--- src/rtl/gui_defs_pkg.sv ---
// ---------------------------------------------------------------------------
// gui_defs_pkg
// Shared definitions for the GUI output stage:
//   - RGB pixel geometry (12-bit {R,G,B}, 4 bits per channel)
//   - scene sequencer state encodings
//   - fade depth (number of dimming steps down to black)
//   - shift_channel(): dims one colour channel by a fade level
// ---------------------------------------------------------------------------
package gui_defs_pkg;

  localparam int RGB_W       = 12;
  localparam int CH_W        = 4;
  localparam int NUM_CH      = 3;
  localparam int FADE_LEVELS = 4;
  localparam int LEVEL_W     = 3;

  typedef enum logic [1:0] {
    ST_MENU     = 2'd0,
    ST_FADE_OUT = 2'd1,
    ST_FADE_IN  = 2'd2,
    ST_MAP      = 2'd3
  } scene_state_e;

  // Level 0 leaves the channel untouched; any level at or beyond the fade
  // depth yields black so an out-of-range level can never leak colour.
  function automatic logic [CH_W-1:0] shift_channel(input logic [CH_W-1:0]    ch,
                                                    input logic [LEVEL_W-1:0] level);
    logic [CH_W-1:0] res;
    if (level >= LEVEL_W'(FADE_LEVELS)) begin
      res = {CH_W{1'b0}};
    end else begin
      res = ch >> level;
    end
    return res;
  endfunction

endpackage

--- src/rtl/screen_scene_ctrl_rgb_fade_shift.sv ---
// ---------------------------------------------------------------------------
// rgb_fade_shift
// Combinational dimmer: logically right-shifts each 4-bit channel of a
// 12-bit RGB pixel by the fade level (0..4, 4 = black).
// Ports:
//   rgb_in   in  12  source pixel {R,G,B}
//   level    in   3  fade level
//   rgb_out  out 12  dimmed pixel
// ---------------------------------------------------------------------------
module rgb_fade_shift
  import gui_defs_pkg::*;
(
  input  logic [RGB_W-1:0]   rgb_in,
  input  logic [LEVEL_W-1:0] level,
  output logic [RGB_W-1:0]   rgb_out
);

  // Dim the three channels independently so no bits bleed across channels.
  always_comb begin
    rgb_out = {RGB_W{1'b0}};
    for (int c = 0; c < NUM_CH; c++) begin
      rgb_out[c*CH_W +: CH_W] = shift_channel(rgb_in[c*CH_W +: CH_W], level);
    end
  end

endmodule

--- src/rtl/screen_scene_ctrl.sv ---
// ---------------------------------------------------------------------------
// screen_scene_ctrl
// Scene sequencer for the GUI output stage. Chooses the menu or map RGB
// stream for the VGA port and switches between them only on frame
// boundaries, fading out to black and back in, FRAMES_PER_STEP frames per
// fade level. With SKIP_FADE=1 the swap happens one frame boundary after
// the transition starts, with no dimming.
// Parameters:
//   FRAMES_PER_STEP  frames held at each fade level (1..255)
//   SKIP_FADE        1 = swap at the next frame boundary, no fade
// Ports:
//   clk          in   1  pixel clock
//   rst          in   1  asynchronous active-high reset
//   hblnk_in     in   1  horizontal blank, aligned with rgb inputs
//   vblnk_in     in   1  vertical blank, aligned with rgb inputs
//   rgb_menu_in  in  12  menu pixel
//   rgb_map_in   in  12  map pixel
//   start_req    in   1  pulse: leave menu, enter map
//   back_req     in   1  pulse: leave map, enter menu
//   rgb_out      out 12  registered pixel (1 clk latency)
//   scene_sel    out  1  0 = menu, 1 = map
//   busy         out  1  transition in progress
// ---------------------------------------------------------------------------
module screen_scene_ctrl
  import gui_defs_pkg::*;
#(
  parameter int FRAMES_PER_STEP = 4,
  parameter bit SKIP_FADE       = 1'b0
) (
  input  logic             clk,
  input  logic             rst,
  input  logic             hblnk_in,
  input  logic             vblnk_in,
  input  logic [RGB_W-1:0] rgb_menu_in,
  input  logic [RGB_W-1:0] rgb_map_in,
  input  logic             start_req,
  input  logic             back_req,
  output logic [RGB_W-1:0] rgb_out,
  output logic             scene_sel,
  output logic             busy
);

  localparam logic [7:0] LAST_CNT = 8'(FRAMES_PER_STEP - 1);

  scene_state_e       state_q, state_d;
  logic [7:0]         frame_cnt_q, frame_cnt_d;
  logic [LEVEL_W-1:0] level_q, level_d;
  logic               pending_q, pending_d;
  logic               scene_sel_q, scene_sel_d;
  logic               busy_q, busy_d;
  logic               vblnk_q, vblnk_d;
  logic [RGB_W-1:0]   rgb_out_q, rgb_out_d;
  logic               fb_s;
  logic [RGB_W-1:0]   src_rgb_s;
  logic [RGB_W-1:0]   faded_rgb_s;

  // Frame boundary: first cycle of vertical blank.
  always_comb begin
    vblnk_d = vblnk_in;
    fb_s    = vblnk_in & ~vblnk_q;
  end

  // Scene FSM: request latching, fade step counting and scene swap.
  always_comb begin
    state_d     = state_q;
    frame_cnt_d = frame_cnt_q;
    level_d     = level_q;
    pending_d   = pending_q;
    scene_sel_d = scene_sel_q;
    case (state_q)
      ST_MENU, ST_MAP: begin
        if (fb_s && pending_q) begin
          state_d     = ST_FADE_OUT;
          pending_d   = 1'b0;
          frame_cnt_d = 8'd0;
          level_d     = 3'd0;
        end else if ((state_q == ST_MENU) ? start_req : back_req) begin
          // Only the request meaningful for the current scene is latched.
          pending_d = 1'b1;
        end else begin
          pending_d = pending_q;
        end
      end
      ST_FADE_OUT: begin
        if (!fb_s) begin
          state_d = ST_FADE_OUT;
        end else if (SKIP_FADE) begin
          scene_sel_d = ~scene_sel_q;
          state_d     = scene_sel_q ? ST_MENU : ST_MAP;
        end else if (frame_cnt_q >= LAST_CNT) begin
          frame_cnt_d = 8'd0;
          if (level_q >= LEVEL_W'(FADE_LEVELS - 1)) begin
            // Fully black: swap scenes while nothing is visible.
            level_d     = LEVEL_W'(FADE_LEVELS);
            scene_sel_d = ~scene_sel_q;
            state_d     = ST_FADE_IN;
          end else begin
            level_d = level_q + 3'd1;
          end
        end else begin
          frame_cnt_d = frame_cnt_q + 8'd1;
        end
      end
      ST_FADE_IN: begin
        if (!fb_s) begin
          state_d = ST_FADE_IN;
        end else if (frame_cnt_q >= LAST_CNT) begin
          frame_cnt_d = 8'd0;
          if (level_q <= 3'd1) begin
            level_d = 3'd0;
            state_d = scene_sel_q ? ST_MAP : ST_MENU;
          end else begin
            level_d = level_q - 3'd1;
          end
        end else begin
          frame_cnt_d = frame_cnt_q + 8'd1;
        end
      end
      default: begin
        state_d     = ST_MENU;
        frame_cnt_d = 8'd0;
        level_d     = 3'd0;
        pending_d   = 1'b0;
        scene_sel_d = 1'b0;
      end
    endcase
    busy_d = (state_d == ST_FADE_OUT) || (state_d == ST_FADE_IN);
  end

  // Pixel path: pick the active scene, dim it, force black in blanking.
  always_comb begin
    src_rgb_s = scene_sel_q ? rgb_map_in : rgb_menu_in;
    if (hblnk_in || vblnk_in) begin
      rgb_out_d = {RGB_W{1'b0}};
    end else begin
      rgb_out_d = faded_rgb_s;
    end
  end

  rgb_fade_shift u_fade (
    .rgb_in  (src_rgb_s),
    .level   (level_q),
    .rgb_out (faded_rgb_s)
  );

  // Control registers: edge detect, FSM state, counters and status outputs.
  always_ff @(posedge clk or posedge rst) begin
    if (rst) begin
      vblnk_q     <= 1'b0;
      state_q     <= ST_MENU;
      frame_cnt_q <= 8'd0;
      level_q     <= 3'd0;
      pending_q   <= 1'b0;
      scene_sel_q <= 1'b0;
      busy_q      <= 1'b0;
    end else begin
      vblnk_q     <= vblnk_d;
      state_q     <= state_d;
      frame_cnt_q <= frame_cnt_d;
      level_q     <= level_d;
      pending_q   <= pending_d;
      scene_sel_q <= scene_sel_d;
      busy_q      <= busy_d;
    end
  end

  // Output pixel register.
  always_ff @(posedge clk or posedge rst) begin
    if (rst) begin
      rgb_out_q <= {RGB_W{1'b0}};
    end else begin
      rgb_out_q <= rgb_out_d;
    end
  end

  assign rgb_out   = rgb_out_q;
  assign scene_sel = scene_sel_q;
  assign busy      = busy_q;

endmodule

--- config.mk ---
export PLATFORM = sky130hd
export DESIGN_NAME = screen_scene_ctrl
export DESIGN_NICKNAME = d
export VERILOG_FILES = /design/src/rtl/gui_defs_pkg.sv /design/src/rtl/screen_scene_ctrl_rgb_fade_shift.sv /design/src/rtl/screen_scene_ctrl.sv
export SDC_FILE = /design/constraint.sdc
export NUM_CORES = 1
export LEC_CHECK = 0
export CORE_ASPECT_RATIO = 0.9
export CORE_MARGIN = 8
export CORE_UTILIZATION = 51
export CTS_CLUSTER_DIAMETER = 30
export CTS_CLUSTER_SIZE = 20
export DETAILED_ROUTE_END_ITERATION = 8
export PLACE_DENSITY = 0.9
export SLEW_MARGIN = 40
export SYNTH_ARGS = -nofsm -noshare
export SYNTH_HDL_FRONTEND = slang
export SYNTH_HIERARCHICAL = 1
export SYNTH_SLANG_ARGS = --single-unit
--- constraint.sdc ---
create_clock -name clk -period 4.9 [get_ports clk]
set_input_delay 0.735 -clock clk [delete_from_list [all_inputs] [get_ports clk]]
set_output_delay 0.735 -clock clk [all_outputs]
set_load 0.05 [all_outputs]
After elaboration in Yosys (flattened, before gate mapping) --
Index checks and enable logic that the tools add are counted.
Storage, ports and cells: flip-flop bits (word level) 29, latch bits 0, RAM bits 0, memory bits (read-only) 0, input port bits 30, output and inout port bits 14, logic and storage cells 72, memories kept 0
Cells by class: add/sub/neg operators 3, multiply operators 0, divide/modulo/power cells 0, $lt $le $gt $ge 4, equal/unequal tests 11, shift operators 3, mux-type cells 29, bitwise operators 3, reduce and logical (&&, ||, !) cells 11
Operator list (count):
- 2-to-1 mux 12 bit | 2
- 2-to-1 mux 8 bit | 3
- 2-to-1 mux 3 bit | 7
- 2-to-1 mux 2 bit | 8
- case mux 8 bit (2 select lines) | 1
- 2-to-1 mux 4 bit | 3
- >> shifter 4 x 3 -> 4 bit | 3
- != test 2 bit, second input constant | 5
- case mux 3 bit (3 select lines) | 1
- adder 8 x 1 -> 8 bit, second input constant | 1
- greater-or-equal comparator 8 x 2 -> 1 bit, second input constant | 1
- == test 2 bit, second input constant | 3
- case mux 2 bit (3 select lines) | 1
- AND reduction 5 bit | 1
- == test 2 x 1 -> 1 bit, second input constant | 2
- AND reduction 2 bit | 2
- AND reduction 4 bit | 1
- OR reduction 2 bit | 2
- adder 3 x 1 -> 3 bit, second input constant | 1
- greater-or-equal comparator 3 x 2 -> 1 bit, second input constant | 1
- greater-or-equal comparator 3 bit, second input constant | 1
- <= comparator 3 x 1 -> 1 bit, second input constant | 1
- 2-to-1 mux 1 bit | 3
- subtractor 3 x 1 -> 3 bit, second input constant | 1
- other kinds (7) | 9

Logic depth before layout (Yosys ltp) --
word-level depth 7, mapped depth 7, mapped depth without buffers 7

Cells and area by module --
The synthesis kept the hierarchy.
Modules (own cells, without submodules):
- screen_scene_ctrl | instances 1, cells an instance 132, area each 1478.9 sq um, seq. area each 725.7 sq um
- rgb_fade_shift | instances 1, cells an instance 32, area each 239.0 sq um, seq. area each 0.0 sq um

Worst setup path before layout --
No wires, ideal clock.
path kind reg-to-reg, start point register scene_sel_q, in the netlist scene_sel, end point register rgb_out_q[5], in the netlist rgb_out[5], library setup time 0.119 ns, arrival 2.141 ns, required time 4.781 ns, slack 2.640 ns, cell stages (with the launch flop) 8, path buffers 2, clock period less this slack 2.260 ns, cells stage by stage dfrtp_1 > clkbuf_1 > clkbuf_1 > mux2_2 > nor2b_1 > a211oi_1 > a211oi_1 > and2_1
On the way: word-level cells in the longest chain between the ends 4
RTL lines:
- start, declared | line screen_scene_ctrl.sv:49 | logic scene_sel_q, scene_sel_d;
- start signal, assigned | line screen_scene_ctrl.sv:162 | scene_sel_q <= scene_sel_d;
- 2-to-1 mux 12 bit | line screen_scene_ctrl.sv:132 | src_rgb_s = scene_sel_q ? rgb_map_in : rgb_menu_in;
- net src_rgb_s[5] | line screen_scene_ctrl.sv:54 | logic [RGB_W-1:0] src_rgb_s;
- >> shifter 4 x 3 -> 4 bit | line gui_defs_pkg.sv:32 | res = ch >> level;
- 2-to-1 mux 4 bit | line gui_defs_pkg.sv:29 | if (level >= LEVEL_W'(FADE_LEVELS)) begin
- net faded_rgb_s[5] | line screen_scene_ctrl.sv:55 | logic [RGB_W-1:0] faded_rgb_s;
- 2-to-1 mux 12 bit | line screen_scene_ctrl.sv:133 | if (hblnk_in || vblnk_in) begin
- net rgb_out_d[5] | line screen_scene_ctrl.sv:52 | logic [RGB_W-1:0] rgb_out_q, rgb_out_d;
- end signal, assigned | line screen_scene_ctrl.sv:170 | rgb_out_q <= {RGB_W{1'b0}};
- end signal, assigned | line screen_scene_ctrl.sv:172 | rgb_out_q <= rgb_out_d;
- end, declared | line screen_scene_ctrl.sv:52
The timed path passes the listed nets, and every way through them passes these cells. A chain may end at the register's enable or synchronous reset.

Worst setup path in the final report --
start point register level_q[0], end point register busy_q, in the netlist busy
On the way: word-level cells in the longest chain between the ends 7, elaborated cells on any way between the ends 12, those cells by class 2 x order compare; 2 x eq/ne; 7 x mux; 1 x reduce/logical
RTL lines:
- start, declared | line screen_scene_ctrl.sv:47 | logic [LEVEL_W-1:0] level_q, level_d;
- start signal, assigned | line screen_scene_ctrl.sv:160 | level_q <= level_d;
- <= comparator 3 x 1 -> 1 bit / greater-or-equal comparator 3 x 2 -> 1 bit (equally long branches) | line screen_scene_ctrl.sv:109, screen_scene_ctrl.sv:92
- 2-to-1 mux 2 bit, on equally long branches | line screen_scene_ctrl.sv:109, screen_scene_ctrl.sv:92
- 2-to-1 mux 2 bit, on equally long branches | line screen_scene_ctrl.sv:107, screen_scene_ctrl.sv:90
- 2-to-1 mux 2 bit, on equally long branches | line screen_scene_ctrl.sv:105, screen_scene_ctrl.sv:85
- case mux 2 bit (3 select lines) * | line screen_scene_ctrl.sv:70 | case (state_q)
- net state_d[1] | line screen_scene_ctrl.sv:45 | scene_state_e state_q, state_d;
- == test 2 x 1 -> 1 bit / == test 2 bit (equally long branches) | line screen_scene_ctrl.sv:127 | busy_d = (state_d == ST_FADE_OUT) || (state_d == ST_FADE_IN);
- logical OR 1 bit * | line screen_scene_ctrl.sv:127
- net busy_d | line screen_scene_ctrl.sv:50 | logic busy_q, busy_d;
- end signal, assigned | line screen_scene_ctrl.sv:163 | busy_q <= busy_d;
- end, declared | line screen_scene_ctrl.sv:50
The timed path passes the listed nets; every way through them passes the cells marked *.

==> impl_metrics.toml <==
[synthesis]
synth_seq_cells = 29
synth_nets = 201
yosys_warnings = 6
synth_compound_area_share_pct = 16.5
synth.cell_area_um2 = 1720
synthSimpleGateAreaFrac_pct = 18.3
syn_avg_cell_area_um2 = 10.5
synth_cells = 164
synth_top_family_by_area = "simple AND/OR/NAND/NOR gates"
synthDistinctLibCells = 36
synth_fa_ha_area_share_pct = 5.10
ys_seq_area_share_pct = 42.2
synth_xor_area_share_pct = 1.02
synth.area.mux_share_pct = 13.2

[cells_and_area]
finalInstanceArea_um2 = 2300
multi_input_comb_area_um2 = 928
antenna_cells = 0
area.sequential_um2 = 726
n_fill_cell = 276
drive_gt1_share_pct = 12.4
most-common-layout-cells = "clkdlybuf4s50_1, dfrtp_1, and2_1"
final_common_cell = "clkdlybuf4s50_1"
final_nets = 245
area_delta_synth_final_pct = 33.9

[worst_setup_path]
worst-setup-path-type = "reg2reg"
reg2reg_slack_ns = 2.23
start_kind = "register"
worstPathArrival_ns = 2.82
crit_required_ns = 5.05
crit_fanout = 21
worst_setup_path_end_kind = "register"

[drt]
drc = 0
drt_iter0_drc = 72
wl_met1_mm = 1.63
dr_wl_met2_mm = 1.86
drt_wl_total_mm = 3.83
vias = 1377
routedWlPerCell_um = 15.1
met3WireLength_um = 283
viasPerCell = 5.44
top_layer = "met4"
drt_pass1_iterations = 4
antenna_left = 0

[clock_tree]
cts_htree_levels = 2
numCtsBuffers = 5
clk_path_buf_depth = 2
cts_root_buf = "clkbuf_8"
cts_tree = "yes"
cts_sinks = 29
cts_hold_buf = 0
post_cts_buffers = 0
postCtsResizedCells = 0
path_clk_slew_ns = 0.06
clkLatencyLatePin_ns = 0.29

[sta]
fin_worst_skew_ns = 0.00741
tns_ns = 0
setup_viol = 0
slew_viol_final = 0
finalCritPeriodShare_pct = 54.5
rsz0062_at_grt = "no"
period_needed_ns = 2.67
hold_violations = 0
max_freq_mhz = 375
relSlewSlack_pct = 51.9
worstMarginPinSlew_ns = 0.722

[die]
rows = 20
ios = 44
dieWidth_um = 77.2
die-area_um2 = 5480
core_area_um2 = 3300
initial_core_util_pct = 52.0
die_h_um = 71.1

[run_status]
status = "finished clean"

[placed_design]
port_buffers = 43
dpl_cell_area_um2 = 2170
place_hpwl_mm = 2.93
gp_congestion = 0.823

[pwr]
peakVddDrop_mv = 0.324
p_per_area_nw_per_um2 = 522
finalPower_uw = 1200
p_leak_uw = 0.00102

[global_route]
gr-usage-all-layers_pct = 14.4
overflow = 0
grt_pass1_vias = 1365
grt_antenna_before_repair = 0
grt_max_degree = 30
grt_pass1_wl_mm = 6.43

[flow_run]
maxCapViolCount = 0

[worst_hold_path]
hp-class = "reg2reg"
registers in the layout, summed over array words and instances, names as in the netlist:
| signal | cells |
|---|---|
| busy | 1 |
| frame_cnt_q | 8 |
| level_q | 3 |
| pending_q | 1 |
| rgb_out | 12 |
| scene_sel | 1 |
| state_q | 2 |
| vblnk_q | 1 |
kinds of logic after synthesis:
family,Yosys count
XOR/XNOR,2
flip-flops,29
AND/OR/NAND/NOR,53
multiplexers,21
buffers and inverters,13
AO/OA/AOI/OAI,39
adder cells (fa/ha/maj),7
power by group:
group          internal, µW  switching, µW
logic                   242            292
clock network           202           90.5
registers               289           85.5
critical path, cell delays in order, from the launching register on:
cell and delay [ns]:
dfrtp_1 0.64, ha_1 0.34, ha_1 0.17, a211oi_1 0.47, a211oi_1 0.16, a311o_1 0.37
a22o_1 0.22, xor2_1 0.16
cell usage after synthesis:
cell,count,area [µm²]
a211oi_1,9,67.6
a211oi_2,1,12.5
a21o_1,2,15.0
a21oi_1,4,20.0
a22o_1,2,17.5
a311o_1,1,10.0
a31oi_1,2,12.5
a41oi_1,3,26.3
and2_1,19,119
and4b_1,1,10.0
buf_6,2,22.5
clkbuf_1,4,15.0
dfrtp_1,29,726
ha_1,7,87.6
inv_1,7,26.3
mux2_1,1,11.3
mux2_2,12,135
mux2i_1,8,80.1
nand2_1,7,26.3
nand2b_1,4,25.0
nand3b_1,1,7.51
nor2_1,12,45.0
nor2_4,1,11.3
nor2b_1,4,25.0
nor3_2,1,10.0
nor4_4,1,21.3
o21ai_0,6,30.0
o21ai_1,2,10.0
o221ai_1,1,8.76
o22ai_1,3,18.8
o311a_1,1,10.0
o31ai_1,1,7.51
o32ai_2,1,16.3
or2_1,1,6.26
or2b_1,1,7.51
xor2_1,2,17.5
per-stage QoR:
stage / hold WS (ns) / worst slack (ns) / util, % / instances
after floorplan: 0.465 / 2.64 / - / 164
after global placement: 0.492 / 2.36 / 65.6 / 245
after detailed placement: 0.494 / 2.28 / 65.6 / 245
after CTS: 0.510 / 2.22 / 69.6 / 253
after global routing: 0.537 / 2.07 / 69.6 / 253
final: 0.519 / 2.23 / 69.6 / 253
path summary, 6_finish.rpt:
check | from | end | depth (start not counted)
max | level_q[0] | busy | 7
min | pending_q | pending_q | 1
max reg2reg | level_q[0] | busy | 7
min reg2reg | pending_q | pending_q | 1
max in group asynchronous | rst | state_q[0] | 2
min in group asynchronous | rst | frame_cnt_q[2] | 2
area by class of cell:
class,instances,area share [%]
multi-input combinational,122,40.4
sequential,29,31.6
timing repair buffer,43,18.7
clock buffer,5,2.99
clock inverter,3,2.83
tap,44,2.39
inverter,7,1.14
metal layers:
layer	vias to the layer above	GRT usage, %
li1	673	-
met1	655	16.8
met2	44	23.0
met3	5	6.20
met4	0	5.44
met5	-	0
Power figures use the tool's default switching activity.
